`src/rtl/bn_channel_sequencer.sv`:
```
// Channel-major stream sequencer for the batchnorm scale/shift stage: counts pixels and
// channels and tags each accepted beat with that channel's gamma/beta from a writable table.
//
// state | meaning
// IDLE  | waiting for start; coefficient table writable
// RUN   | accepting beats, counting pixels/channels
// DONE  | one-cycle frame-complete pulse
module bn_channel_sequencer #(
  parameter int DATA_W   = 8,
  parameter int COEF_W   = 8,
  parameter int FRAC     = 4,
  parameter int CHANNELS = 4,
  parameter int PIXELS   = 16,
  parameter int CH_W     = (CHANNELS > 1) ? $clog2(CHANNELS) : 1,
  parameter int PIX_W    = (PIXELS > 1) ? $clog2(PIXELS) : 1
) (
  input  logic                     clk,
  input  logic                     rst_n,
  input  logic                     cfg_we,
  input  logic                     cfg_sel,
  input  logic [CH_W-1:0]          cfg_addr,
  input  logic signed [COEF_W-1:0] cfg_wdata,
  output logic                     cfg_err,
  input  logic                     start,
  input  logic                     abort,
  input  logic signed [DATA_W-1:0] in_data,
  input  logic                     in_valid,
  output logic                     in_ready,
  output logic signed [DATA_W-1:0] ss_data,
  output logic signed [COEF_W-1:0] ss_gamma,
  output logic signed [COEF_W-1:0] ss_beta,
  output logic [CH_W-1:0]          ss_ch,
  output logic                     ss_valid,
  output logic                     busy,
  output logic                     done
);

  typedef enum logic [1:0] {IDLE, RUN, DONE} state_t;

  localparam logic [CH_W-1:0]          CH_LAST   = CH_W'(CHANNELS - 1);
  localparam logic [PIX_W-1:0]         PIX_LAST  = PIX_W'(PIXELS - 1);
  localparam logic signed [COEF_W-1:0] GAMMA_ONE = COEF_W'(1 << FRAC);

  state_t state, state_nxt;

  logic signed [COEF_W-1:0] gamma_tbl [CHANNELS];
  logic signed [COEF_W-1:0] beta_tbl  [CHANNELS];

  logic [PIX_W-1:0] pix_cnt;
  logic [CH_W-1:0]  ch_cnt;
  logic             accept;
  logic             take;
  logic             last_beat;
  logic             cfg_ok;

  assign accept    = in_valid && (state == RUN);
  // abort wins over a beat offered in the same cycle
  assign take      = accept && !abort;
  assign last_beat = (ch_cnt == CH_LAST) && (pix_cnt == PIX_LAST);
  assign cfg_ok    = (state == IDLE) && (int'(cfg_addr) < CHANNELS);

  assign busy     = (state == RUN);
  assign in_ready = (state == RUN);
  assign done     = (state == DONE);

  always_ff @(posedge clk or negedge rst_n) begin
    if (!rst_n) state <= IDLE;
    else        state <= state_nxt;
  end

  always_comb begin
    state_nxt = state;
    case (state)
      IDLE: if (start) state_nxt = RUN;
      RUN: begin
        if (abort)                  state_nxt = IDLE;
        else if (take && last_beat) state_nxt = DONE;
      end
      DONE:    state_nxt = IDLE;
      default: state_nxt = IDLE;
    endcase
  end

  always_ff @(posedge clk or negedge rst_n) begin
    if (!rst_n) begin
      pix_cnt <= '0;
      ch_cnt  <= '0;
    end else if (state == IDLE && start) begin
      pix_cnt <= '0;
      ch_cnt  <= '0;
    end else if (take) begin
      if (pix_cnt == PIX_LAST) begin
        pix_cnt <= '0;
        ch_cnt  <= (ch_cnt == CH_LAST) ? '0 : ch_cnt + 1'b1;
      end else begin
        pix_cnt <= pix_cnt + 1'b1;
      end
    end
  end

  always_ff @(posedge clk or negedge rst_n) begin
    if (!rst_n) begin
      ss_data  <= '0;
      ss_gamma <= '0;
      ss_beta  <= '0;
      ss_ch    <= '0;
      ss_valid <= 1'b0;
    end else begin
      ss_valid <= take;
      if (take) begin
        ss_data  <= in_data;
        ss_gamma <= gamma_tbl[ch_cnt];
        ss_beta  <= beta_tbl[ch_cnt];
        ss_ch    <= ch_cnt;
      end
    end
  end

  always_ff @(posedge clk or negedge rst_n) begin
    if (!rst_n) begin
      for (int i = 0; i < CHANNELS; i++) begin
        gamma_tbl[i] <= GAMMA_ONE;
        beta_tbl[i]  <= '0;
      end
    end else if (cfg_we && cfg_ok) begin
      if (cfg_sel) beta_tbl[cfg_addr]  <= cfg_wdata;
      else         gamma_tbl[cfg_addr] <= cfg_wdata;
    end
  end

  always_ff @(posedge clk or negedge rst_n) begin
    if (!rst_n) cfg_err <= 1'b0;
    else        cfg_err <= cfg_we && !cfg_ok;
  end

endmodule

```
`config.mk`:
```
export PLATFORM = sky130hd
export DESIGN_NAME = bn_channel_sequencer
export DESIGN_NICKNAME = d
export VERILOG_FILES = /design/src/rtl/bn_channel_sequencer.sv
export SDC_FILE = /design/constraint.sdc
export NUM_CORES = 1
export LEC_CHECK = 0
export BUFFER_PORTS_ARGS = -buffer_cell sky130_fd_sc_hd__buf_2
export CAP_MARGIN = 20
export CORE_MARGIN = 8
export CORE_UTILIZATION = 41
export DETAILED_ROUTE_END_ITERATION = 8
export MAX_ROUTING_LAYER = met4
export PLACE_DENSITY = 0.59
export SYNTH_ARGS = -nofsm -noshare
export SYNTH_HDL_FRONTEND = slang
export SYNTH_SLANG_ARGS = --single-unit
```
`constraint.sdc`:
```
create_clock -name clk -period 1.82 [get_ports clk]
set_input_delay 0.364 -clock clk [delete_from_list [all_inputs] [get_ports clk]]
set_output_delay 0.364 -clock clk [all_outputs]
set_load 0.01 [all_outputs]
```
==> metrics.txt <==
Avg Cell Area, Syn=13.43 µm²; Area growth syn-to-layout=17.30%; clock skew=around 0.016 ns; Critical Path RT=2.07 ns; unrepaired setup endpoints after global routing=no; setup repair bufs after CTS=0; initial DRC count=about 180; # IOs=56; Netlist Area Pre-Place=about 4300 µm²; sw frac=28.29%; top cells by area, synth=dfrtp_1 (56%), mux2_2 (15%), mux4_2 (8.4%); final net count=413; final hold viol count=0; port bufs=55; Final Max Slew Viols=0; wire per inst=~17 µm; FP Rows=37; CTS Buffer Depth=2; Yosys Warn Count=0; Post-synth EDFFs=0; post-route clock period utilization=between 90% and 100%; drt total wl=8899 µm; initial antenna violation count=0; CP endpoint kind=register; die height=118.4 µm; Post-synth ARST share=between 90% and 100%; CTS clk-pin slew, worst paths=0.11 ns; first-pass GRT wire length=14900 µm; First-pass DRT Iterations=4; via/cell ratio=5.076; Pleak=0.002414 µW; total negative slack=0 ns; Detail Route Antenna Nets=0; CTS tree=yes; predominant post-synthesis flop cell=dfrtp_1; Seq pwr share=53.5%; CTS buffer count=9; final setup fails=0; placed cell area=4823 µm²; Worst Path Class, Setup=reg -> reg; Synth area leader=dfrtp_1; PD cells=~1200 nW/µm²; cell count after synthesis=320; Initial Util=42.00%; total of max-cap violations=0; Least-Margin Pin Slew=0.5292 ns; core area=just over 10000 µm²; Sw Pwr=between 1500 and 2000 µW; placed cells=~500; Int Pwr=4229 µW; total number of vias=2675; min-delay worst type=in -> reg; most common cell after layout, fill and taps aside=dfrtp_1; Synth cell types=38; Clk pwr share=25.2%; Crit path arrival time=~1.9 ns; H-tree levels=3; Post-Syn Nets=347; final std cells w/o fill=527; Fmax=roughly 600 MHz; clk sinks=100; top fanout value on the critical path=8; Worst VDD drop=0.0004027 V; vias in the first global route=between 2000 and 3000; width of the die=roughly 120 µm; ant diodes=0; placer congestion estimate=0.7402; largest net degree at the start of global routing=54; dpl hpwl=6286 µm; Power Total=5898 µW; fin crit period=1.663 ns; slew margin rel.=64.64%; combinational share of power=21.3%; number of remaining DRC errors=0; top-area cell type share of the netlist area=55.91%; sequential share of the synthesized area=58.36%; GR Overflow Total=0; worst skew pair latency=0.37 ns; Yosys reg bits=100; Tot GR Track Use=~14%; layout cells sized above 1=44.50%; final instance area=5040 µm²; status=finished, final reports clean; Critical Path Start Type=register; most frequent cells in the layout=dfrtp_1 (96), nand2_1 (82), mux2_2 (56); Root Buffer=clkbuf_8; Die Area=14010 µm²
==> through the flow <==
step | worst slack (ns) | utilization [%] | hold slack (ns)
finish | 0.1566 | 49.26 | 0.1774
detailed placement | 0.1861 | 47.14 | 0.2962
global route | 0.08010 | 49.26 | 0.1658
CTS | 0.1686 | 49.26 | 0.1671
floorplan | 0.2577 | - | 0.06841
global placement | 0.2256 | 47.14 | 0.2987
==> cell type report <==
cell class,count,area [µm²]
fillers,927,5191
flip-flops and latches,100,2507
multi-input cells,200,1690
repair buffers,71,450.4
well taps,136,170.2
clock buffers,9,123.9
clock inverters,7,82.58
inverters,4,15.01
==> sequential cells by signal, summed over array words and instances (netlist names) <==
register,flops
pix_cnt,4
ss_beta,8
ss_ch,2
state,2
ss_gamma,8
gamma_tbl,32
ch_cnt,2
beta_tbl,32
cfg_err,1
ss_valid,1
ss_data,8
==> metal layers <==
layer  track usage (%)  wire length, µm  vias to the layer above
li1                  -                -                     1256
met1             17.29             4088                     1353
met2             20.82             4217                       55
met3             4.664              479                       11
met4             3.715              112                        0
met5                 -                0                        -
==> path summary, 6_finish.rpt <==
path	depth (start not counted)	slack, ns	endpoint	startpoint
worst min register to register	2	0.47	ss_beta[5]$_DFFE_PN0P_	ss_beta[5]$_DFFE_PN0P_
max in group asynchronous	3	0.76	gamma_tbl[31]$_DFFE_PN0P_	rst_n
worst max-delay path	3	0.16	gamma_tbl[19]$_DFFE_PN0P_	state[1]$_DFFE_PN0P_
min in group asynchronous	2	0.43	ss_valid$_DFF_PN0_	rst_n
worst min-delay path	3	0.18	ss_data[1]$_DFFE_PN0P_	in_data[1]
worst max register to register	3	0.16	gamma_tbl[19]$_DFFE_PN0P_	state[1]$_DFFE_PN0P_
==> critical path, stage by stage, from the launching register on <==
cell and delay, ns:
dfrtp_1 0.45, and3b_1 0.34, nand2_1 0.37, mux2_2 0.39
==> power by group through the flow <==
stage / Clock, µW / Sequential (µW) / Combinational [µW]
after floorplan: 0 / 3200 / 776
after global placement: 0 / 3180 / 1260
final: 1480 / 3160 / 1260
after detailed placement: 0 / 3210 / 1290
after CTS: 1520 / 3160 / 1290
after global routing: 1610 / 3240 / 1390
==> synthesized netlist by cell type, drive strengths merged, types with 3 or more instances <==
cell    instances
dfrtp          96
clkbuf          6
mux4           16
inv             4
nand3           5
mux2           64
buf            10
nor3b           3
nand2          82
o21ai           4
a21oi           3
dfstp           4
==> kinds of logic after synthesis <==
group | after synthesis | synth area share [%]
AO/OA/AOI/OAI | 13 | 1.980
adder cells (fa/ha/maj) | 2 | 0.5823
buffers and inverters | 20 | 2.300
flip-flops | 100 | 58.36
multiplexers | 80 | 25.86
AND/OR/NAND/NOR | 105 | 10.92
==> repair_timing <==
| item | in CTS | in global routing |
|---|---|---|
| endpoints found under the hold margin | 20 | 0 |
| gates resized for setup | 0 | 0 |
| hold buffers | 1 | 0 |
Power figures use the tool's default switching activity.
